File: config.mk
export PLATFORM = sky130hd
export DESIGN_NAME = alu_mc
export DESIGN_NICKNAME = d
export VERILOG_FILES = /design/src/rtl/alu_pkg.sv /design/src/rtl/mul_seq.sv /design/src/rtl/alu_mc.sv
export SDC_FILE = /design/constraint.sdc
export NUM_CORES = 1
export LEC_CHECK = 0
export CAP_MARGIN = 15
export CORE_UTILIZATION = 65
export DETAILED_ROUTE_END_ITERATION = 8
export HOLD_SLACK_MARGIN = 0.08
export MAX_ROUTING_LAYER = met4
export PLACE_DENSITY = 0.89
export REMOVE_ABC_BUFFERS = 1
export SLEW_MARGIN = 30
export SYNTH_ARGS = -nofsm -noshare
export SYNTH_HDL_FRONTEND = slang
export SYNTH_SLANG_ARGS = --single-unit
File: constraint.sdc
create_clock -name clk -period 9.1 [get_ports clk]
set_input_delay 1.82 -clock clk [delete_from_list [all_inputs] [get_ports clk]]
set_output_delay 1.82 -clock clk [all_outputs]
set_load 0.03 [all_outputs]
File: src/rtl/alu_pkg.sv
// Shared definitions for the multi-cycle ALU: widths, opcode codes,
// sequencer states and the per-operation result bundle.
package alu_pkg;

  localparam int DATA_W   = 16;
  localparam int OPC_W    = 4;
  localparam int MUL_ITER = 16;
  localparam int CNT_W    = $clog2(MUL_ITER);

  localparam logic [OPC_W-1:0] OP_ADD   = 4'd0;
  localparam logic [OPC_W-1:0] OP_SUB   = 4'd1;
  localparam logic [OPC_W-1:0] OP_AND   = 4'd2;
  localparam logic [OPC_W-1:0] OP_OR    = 4'd3;
  localparam logic [OPC_W-1:0] OP_XOR   = 4'd4;
  localparam logic [OPC_W-1:0] OP_NOT   = 4'd5;
  localparam logic [OPC_W-1:0] OP_SHL   = 4'd6;
  localparam logic [OPC_W-1:0] OP_SHR   = 4'd7;
  localparam logic [OPC_W-1:0] OP_MUL   = 4'd8;
  localparam logic [OPC_W-1:0] OP_PASSB = 4'd9;

  typedef enum logic {
    ST_IDLE = 1'b0,
    ST_MUL  = 1'b1
  } state_t;

  typedef struct packed {
    logic [DATA_W-1:0] rslt;
    logic              carry;
  } alu_out_t;

endpackage

File: src/rtl/mul_seq.sv
// Iterative 16x16->32 shift-add multiplier. One partial product is
// accumulated per clock; done flags the cycle whose closing edge retires
// the final iteration, with product already holding the finished sum.
module mul_seq
  import alu_pkg::*;
(
  input  logic                  clk,
  input  logic                  rst_n,
  input  logic                  start,
  input  logic [DATA_W-1:0]     a,
  input  logic [DATA_W-1:0]     b,
  output logic                  busy,
  output logic                  done,
  output logic [2*DATA_W-1:0]   product
);

  state_t              state;
  state_t              state_nxt;
  logic [CNT_W-1:0]    cnt;
  logic [2*DATA_W-1:0] acc;
  logic [2*DATA_W-1:0] mcand;
  logic [2*DATA_W-1:0] acc_step;
  logic [DATA_W-1:0]   mplr;
  logic                last_iter;

  assign last_iter = (state == ST_MUL) && (cnt == CNT_W'(MUL_ITER - 1));
  assign acc_step  = mplr[0] ? (acc + mcand) : acc;
  assign busy      = (state == ST_MUL);
  assign done      = last_iter;
  assign product   = acc_step;

  // Next-state: leave IDLE on start, return after the last iteration
  always_comb begin
    state_nxt = state;
    case (state)
      ST_IDLE: if (start)     state_nxt = ST_MUL;
      ST_MUL:  if (last_iter) state_nxt = ST_IDLE;
      default:                state_nxt = ST_IDLE;
    endcase
  end

  // State register; reset aborts any multiply in flight
  always_ff @(posedge clk or negedge rst_n) begin
    if (!rst_n) begin
      state <= ST_IDLE;
    end else begin
      state <= state_nxt;
    end
  end

  // Iteration counter; wraps to zero on the final iteration
  always_ff @(posedge clk or negedge rst_n) begin
    if (!rst_n) begin
      cnt <= '0;
    end else if (state == ST_MUL) begin
      cnt <= cnt + CNT_W'(1);
    end else begin
      cnt <= '0;
    end
  end

  // Datapath: latch operands at acceptance, then shift-add each cycle
  always_ff @(posedge clk) begin
    if (state == ST_IDLE) begin
      if (start) begin
        acc   <= '0;
        mcand <= {{DATA_W{1'b0}}, a};
        mplr  <= b;
      end
    end else begin
      acc   <= acc_step;
      mcand <= {mcand[2*DATA_W-2:0], 1'b0};
      mplr  <= {1'b0, mplr[DATA_W-1:1]};
    end
  end

endmodule

File: src/rtl/alu_mc.sv
// Multi-cycle ALU top. Single-cycle ops complete on the accepting edge;
// MUL is handed to mul_seq and its product is registered on retirement.
module alu_mc
  import alu_pkg::*;
(
  input  logic              clk,
  input  logic              rst_n,
  input  logic              start,
  input  logic [OPC_W-1:0]  opcode,
  input  logic [DATA_W-1:0] opa,
  input  logic [DATA_W-1:0] opb,
  output logic              busy,
  output logic              done,
  output logic [DATA_W-1:0] alu_rslt,
  output logic              zero,
  output logic              carry
);

  logic                  mul_busy;
  logic                  mul_done;
  logic [2*DATA_W-1:0]   mul_product;
  logic                  accept;
  logic                  mul_start;
  logic                  op_fire;
  alu_out_t              op_out;
  logic [DATA_W-1:0]     mul_lo;
  logic                  mul_hi_nz;

  // Single-cycle operations; carry carries borrow or the last bit shifted out
  function automatic alu_out_t alu_eval(input logic [OPC_W-1:0]  op,
                                        input logic [DATA_W-1:0] a,
                                        input logic [DATA_W-1:0] b);
    alu_out_t        o;
    logic [DATA_W:0] wide;
    o    = '0;
    wide = '0;
    case (op)
      OP_ADD: begin
        wide    = {1'b0, a} + {1'b0, b};
        o.rslt  = wide[DATA_W-1:0];
        o.carry = wide[DATA_W];
      end
      OP_SUB: begin
        wide    = {1'b0, a} - {1'b0, b};
        o.rslt  = wide[DATA_W-1:0];
        o.carry = wide[DATA_W];
      end
      OP_AND:   o.rslt = a & b;
      OP_OR:    o.rslt = a | b;
      OP_XOR:   o.rslt = a ^ b;
      OP_NOT:   o.rslt = ~a;
      OP_PASSB: o.rslt = b;
      OP_SHL: begin
        wide    = {1'b0, a} << b[3:0];
        o.rslt  = wide[DATA_W-1:0];
        o.carry = wide[DATA_W];
      end
      OP_SHR: begin
        wide    = {a, 1'b0} >> b[3:0];
        o.rslt  = wide[DATA_W:1];
        o.carry = wide[0];
      end
      default: o = '0;
    endcase
    return o;
  endfunction

  assign accept    = start && !mul_busy;
  assign mul_start = accept && (opcode == OP_MUL);
  assign op_fire   = accept && (opcode != OP_MUL);
  assign op_out    = alu_eval(opcode, opa, opb);
  assign mul_lo    = mul_product[DATA_W-1:0];
  assign mul_hi_nz = |mul_product[2*DATA_W-1:DATA_W];
  assign busy      = mul_busy;

  mul_seq u_mul_seq (
    .clk     (clk),
    .rst_n   (rst_n),
    .start   (mul_start),
    .a       (opa),
    .b       (opb),
    .busy    (mul_busy),
    .done    (mul_done),
    .product (mul_product)
  );

  // Result/flag register: written only on a completion, held otherwise
  always_ff @(posedge clk or negedge rst_n) begin
    if (!rst_n) begin
      done     <= 1'b0;
      alu_rslt <= '0;
      carry    <= 1'b0;
      zero     <= 1'b1;
    end else begin
      done <= op_fire | mul_done;
      if (op_fire) begin
        alu_rslt <= op_out.rslt;
        carry    <= op_out.carry;
        zero     <= (op_out.rslt == '0);
      end else if (mul_done) begin
        alu_rslt <= mul_lo;
        carry    <= mul_hi_nz;
        zero     <= (mul_lo == '0);
      end
    end
  end

endmodule

==> results of run 1 <==
[power groups by stage]
| stage | Clock, uW | Sequential (uW) | Combinational (uW) |
|---|---|---|---|
| final | 464 | 932 | 2000 |
| after global routing | 482 | 949 | 2160 |
| after detailed placement | 0 | 933 | 1930 |
| after CTS | 464 | 925 | 1950 |
| after global placement | 0 | 922 | 1860 |
| after floorplan | 0 | 977 | 1310 |
[registers in the layout (all words and copies together) (netlist names)]
name	flops
u_mul_seq.busy	1
u_mul_seq.acc	32
carry	1
u_mul_seq.cnt	4
u_mul_seq.mcand	32
zero	1
u_mul_seq.mplr	16
done	1
alu_rslt	16
[logic make-up after synthesis]
logic type      after synthesis  share of synthesized area, %
compound gates              385                         26.40
xor+xnor                     12                        0.9925
fa+ha+maj                    84                         10.14
buf+inv                     153                         5.837
flops                       104                         28.18
mux                          54                         8.366
simple gates                410                         20.09
[critical path, cell delays in order]
cell and delay, ns:
clkdlybuf4s50_1 0.45, buf_4 0.32, inv_2 0.31, ha_1 0.49
nand2b_4 0.20, a2111oi_4 0.40, nor3_1 0.12, o41ai_1 0.70
o41a_1 0.24, mux2i_1 0.08, a211oi_1 0.40, o211a_1 0.21
nand4b_1 0.10, o31ai_1 0.21
[cell usage after synthesis, types with 13 or more instances]
cell type	number	area (um2)
a211oi_1	25	187.7
buf_2	13	65.06
nand4_1	13	81.33
o21a_1	17	127.6
nor3_1	30	150.1
mux2i_1	21	210.2
inv_1	61	229.0
dfrtp_1	23	575.6
ha_1	81	1013
nor2b_1	31	193.9
nand3_1	21	105.1
a21oi_1	62	310.3
o221ai_1	17	148.9
and2_1	36	225.2
o21ai_0	70	350.3
a22o_1	20	175.2
edfxtp_1	78	2342
nand2_1	89	334.1
a221o_1	15	150.1
nor2_1	108	405.4
mux4_2	27	608.1
and3_1	13	81.33
a21o_1	22	165.2
a221oi_1	14	122.6
clkbuf_1	69	259.0
[layout by cell type (no fill, tap or decap), types with 6 or more instances in the layout]
cell type        count
o2111ai_1            6
o221ai_1            17
o211ai_1            10
ha_1                81
a31oi_1             10
and2_1              36
nand3_1             21
o21bai_1             6
o41ai_1              6
a22o_1              20
o21a_1              17
dfrtp_1             22
nand2b_1             8
and3_1              13
a221oi_1            14
clkdlybuf4s50_1     56
xnor2_1              7
edfxtp_1            78
o21ai_0             70
nor3_1              30
o31ai_1              8
mux4_2              27
buf_4               17
mux2i_1             21
nor2_1             108
nand2_1             89
inv_1               61
a221o_1             15
a211oi_1            25
a22oi_1             11
or3_1                9
nor2b_1             31
mux2_2               6
nand4_1             13
a21oi_1             62
a21o_1              22
clkbuf_16            9
[stage by stage]
step	worst slack (ns)	total power, uW	area (um2)
3_3_place_gp	3.012	2784	11220
5_1_grt	3.065	3588	11580
6_report	3.274	3393	11580
4_1_cts	3.268	3338	11570
3_5_place_dp	2.936	2859	11220
2_1_floorplan	3.851	2284	10210
[per-layer routing]
layer / up-vias / track usage [%]
li1: 4587 / -
met1: 4909 / 54.71
met2: 661 / 65.78
met3: 137 / 6.689
met4: 0 / 21.75
met5: - / -
[final cells by class]
type	count	area, um2	area share (%)
Sequential cell	104	2985	25.78
Clock buffer	9	225.2	1.945
Tap cell	216	270.3	2.334
Timing Repair Buffer	74	693.2	5.987
Inverter	63	236.5	2.042
Multi-Input combinational cell	945	7042	60.82
Clock inverter	7	126.4	1.091
[worst max path at each step]
stage | end | slack (ns) | cells after the start | startpoint
4_1_cts | zero$_DFFE_PN1P_ | 3.27 | 12 | opb[1]
6_report | zero$_DFFE_PN1P_ | 3.27 | 14 | opb[2]
3_3_place_gp | alu_rslt[15]$_DFFE_PN0P_ | 3.01 | 12 | opb[2]
3_5_place_dp | alu_rslt[15]$_DFFE_PN0P_ | 2.94 | 12 | opb[2]
5_1_grt | zero$_DFFE_PN1P_ | 3.06 | 14 | opb[2]
2_1_floorplan | u_mul_seq.acc[0]$_SDFFCE_PN0P_ | 3.85 | 3 | opcode[1]
==> impl_metrics.ini, run 1 <==
[clocking]
clk_pin_slew_ns = 0.07
numCtsBuffers = 9
cts_sinks = 104
hold_buffers = 0
cts_resized = 0
postCtsSetupRepairBufs = 0
cts-root-buf = clkbuf_16
cts_tree = yes
cts_max_level = 3
clock_path_buffers = 2
clock_latency_ns = 0.36

[hold_path]
hold_depth = 1
min_from = u_mul_seq.cnt[0]$_DFF_PN0_
hp-class = reg2reg
holdPathEnd = u_mul_seq.cnt[0]$_DFF_PN0_

[run_status]
status = finished clean

[drt]
vias = 10290
dr.max_layer_used = met4
viasPerCell = 7.260
drc = 0
met3_length_um = 3243
wl_met1_um = 13660
dr.first_iter.drc_count = 1143
dr.pass1.iters = 5
routedWlPerCell_um = 24.20
ant_nets = 0
wl_met2_um = 15640
wirelength_um = 34320

[timing]
rsz0062_at_grt = false
hold_ws_ns = 0.4753
fmax_mhz = 171.6
setup_viol = 0
slew_headroom_pct = 36.25
report.final.hold_viol_count = 0
finClkSkew_ns = 0.008550
period_minus_slack_ns = 5.826
finalSetupTns_ns = 0
drv_slew = 0
worst_pin_slew_ns = 0.9563
fin_crit_sh_pct = 64.03

[power_and_ir_drop]
power.leakage_uw = 0.004632
clock_power_share_pct = 13.7
pwr-share-seq_pct = 27.5
combPwrFrac_pct = 58.9
vdd_drop_max_mv = 0.1798
p_sw_uw = 1566
powerDensity_mw_per_mm2 = 293.0
switching_share_pct = 46.15
p_int_uw = 1827

[logic_synthesis]
ys_warn_count = 0
yosysSeqAreaShare_pct = 28.18
avgSynthCellArea_um2 = 8.809
synth_seq_cells = 104
synth-edff-count = 78
ys.flop_type = edfxtp_1
ys_async_sr_fraction_pct = 23.08
syn_inst = 1202
ys_types = 97
synth_area_mm2 = 0.01059

[final_layout]
final_util_pct = 72.89
area.growth.synth_to_final_pct = 9.347
fin_cells = 1418
antenna_cells = 0
fillers = 1179
drive_above_1_share_pct = 8.486
nets = 1320

[setup_path]
r2r_slack_ns = 5.31
cp_max_fo = 29
r2r-end = carry$_DFFE_PN0P_
reg2reg_from = u_mul_seq.mcand[0]$_SDFFE_PP0P_
rr_worst_depth = 13
crit_arrival_ns = 6.09
required_ns = 9.36
worst_setup_path_start_kind = input pin
worstSetupEndpointType = register
crit_type = in2reg

[floorplan]
die_area_mm2 = 0.01681
rows = 46
start_util_pct = 66.66
num_io_pins = 59
die_w_um = 129.6
core_mm2 = 0.01589
dieHeight_um = 129.6

[grt]
grt_pass1_wl_um = 52610
antenna_found_initial = 0
grt_start_max_net_pins = 70
grt_usage_pct = 42.77
overflow = 0
grt_pass1_vias = 9512

[flow_run]
drv_cap = 0

[placed_design]
dp_hpwl_um = 25160
dp_cells = 1402
io_buffer_count = 58
place_congestion = 0.9739
(Power assumes the default switching activity.)
==> run 2, diff against run 1 <==
- CORE_UTILIZATION: 65 -> 62
- PLACE_DENSITY: 0.89 -> 0.85
- clock period: 9.1 -> 6 ns (I/O delays scaled with it)
==> run 2 against run 1 <==
Compared with the run above: clock power rose by 22%; combinational power rose by 50%; critical path depth fell by 1; first-iteration DRC count rose by 17%; global-route usage fell by 2.5 points; design area rose by 0.43%; total power rose by 47%; sequential share of layout area fell by 0.11 points; via count fell by 0.79%; clock skew rose by 0.0061 ns; largest cell class unchanged; highest routed layer unchanged.
==> impl_metrics.ini, run 2 (synthesis gave the netlist of run 1 again) <==
[timing]
fin_crit_sh_pct = 82.52
period_minus_slack_ns = 4.951
fmax_mhz = 202.0
slew_headroom_pct = 36.85
worst_slack_ns = 1.049
rsz0062_at_grt = false
finClkSkew_ns = 0.01465
report.final.hold_viol_count = 0
worst_pin_slew_ns = 0.9351
drv_slew = 0
finalSetupTns_ns = 0
setup_viol = 0

[floorplan]
num_io_pins = 59
start_util_pct = 63.63
die_area_mm2 = 0.01761
die_w_um = 132.7
rows = 47
dieHeight_um = 132.7
core_mm2 = 0.01664

[power_and_ir_drop]
pwr-share-seq_pct = 28.5
combPwrFrac_pct = 60.1
p_int_uw = 2661
powerDensity_mw_per_mm2 = 428.8
power.leakage_uw = 0.004680
clock_power_share_pct = 11.4
vdd_drop_max_mv = 0.2955
switching_share_pct = 46.63
p_sw_uw = 2325

[placed_design]
io_buffer_count = 58
place_congestion = 0.9836
pre_cts_ws_ns = 0.7678
dp_hpwl_um = 25420

[grt]
antenna_found_initial = 0
grt_pass1_vias = 9607
overflow = 0
grt_start_max_net_pins = 50
grt_pass1_wl_um = 53340
grt_usage_pct = 40.23

[setup_path]
crit_buf_inv = 2
worstSetupEndpointType = register
crit_path_max_incr_delay_ns = 0.78
required_ns = 6.27
crit_slowest_cell = o41ai_1
r2r_slack_ns = 2.18
cp_top_family = compound AO/OA/AOI/OAI gates
crit_arrival_ns = 5.22
cp_max_fo = 13
worst_setup_path_start_kind = input pin
cp_cell_sequence = clkdlybuf4s50_1 > inv_1 > ha_1 > nand2b_4 > a2111oi_4 > nor3_1 > o41ai_1 > o41a_1 > mux2i_1 > a211oi_1 > o211a_1 > nand4b_1 > o31ai_1
crit_type = in2reg

[clocking]
clock_path_buffers = 2
cts-root-buf = clkbuf_16
cts_sinks = 104
postCtsSetupRepairBufs = 0
cts_max_level = 3
hold_buffers = 0
clk_pin_slew_ns = 0.07
cts_tree = yes
clock_latency_ns = 0.36
cts_resized = 0
numCtsBuffers = 9

[run_status]
status = finished clean

[final_layout]
reg_top3 = u_mul_seq.acc (32), u_mul_seq.mcand (32)
mostFrequentLayoutCell = nor2_1
mostFrequentLayoutCells = 108 x nor2_1, 89 x nand2_1, 81 x ha_1
antenna_cells = 0
area.growth.synth_to_final_pct = 9.820
drive_above_1_share_pct = 9.442
nets = 1336

[drt]
wirelength_um = 34060
drc = 0
vias = 10210
viasPerCell = 7.102
dr.pass1.iters = 6
routedWlPerCell_um = 23.69
ant_nets = 0
dr.first_iter.drc_count = 1343

[flow_run]
drv_cap = 0

[hold_path]
hp-class = reg2reg
-- run 2: per-stage QoR --
stage	cell area (um2)	hold slack (ns)	total power, uW	utilization, %	cells
2_1_floorplan	10210	0.4321	3464	-	1112
3_3_place_gp	11350	0.4515	4251	68.23	1422
3_5_place_dp	11350	0.4643	4334	68.23	1422
4_1_cts	11630	0.4747	4923	69.87	1438
5_1_grt	11630	0.4924	5304	69.87	1438
6_report	11630	0.4787	4986	69.87	1438
-- run 2: layout make-up --
class	instances	area, um2
multi-input cells	945	7034
fillers	1338	5014
flip-flops and latches	104	2985
repair buffers	90	823.3
well taps	220	275.3
clock buffers	11	242.7
inverters	63	236.5
clock inverters	5	31.28
-- run 2: metal layers --
| metal | part of all wire [%] | track usage (%) | vias up | wire length (um) |
|---|---|---|---|---|
| met4 | 3.8 | 15.52 | 0 | 1298 |
| li1 | - | - | 4611 | - |
| met3 | 7.9 | 5.211 | 105 | 2697 |
| met1 | 40 | 51.37 | 4913 | 13780 |
| met5 | 0 | - | - | 0 |
| met2 | 48 | 65.12 | 584 | 16290 |
-- run 2: power by group through the flow --
stage | Combinational, uW | Sequential (uW) | Clock [uW]
2_1_floorplan | 1980 | 1480 | 0
3_3_place_gp | 2830 | 1420 | 0
3_5_place_dp | 2910 | 1430 | 0
4_1_cts | 2940 | 1410 | 569
5_1_grt | 3270 | 1450 | 590
6_report | 3000 | 1420 | 567
-- run 2: path summary, 6_finish.rpt --
check                                                      from                          to  cells after the start
worst max-delay path                                     opa[2]            zero$_DFFE_PN1P_                     13
worst min-delay path                 u_mul_seq.cnt[0]$_DFF_PN0_  u_mul_seq.cnt[0]$_DFF_PN0_                      1
worst max register to register  u_mul_seq.mcand[0]$_SDFFE_PP0P_           carry$_DFFE_PN0P_                     13
worst min register to register       u_mul_seq.cnt[0]$_DFF_PN0_  u_mul_seq.cnt[0]$_DFF_PN0_                      1
max in group asynchronous                                 rst_n            zero$_DFFE_PN1P_                      2
min in group asynchronous                                 rst_n           carry$_DFFE_PN0P_                      2
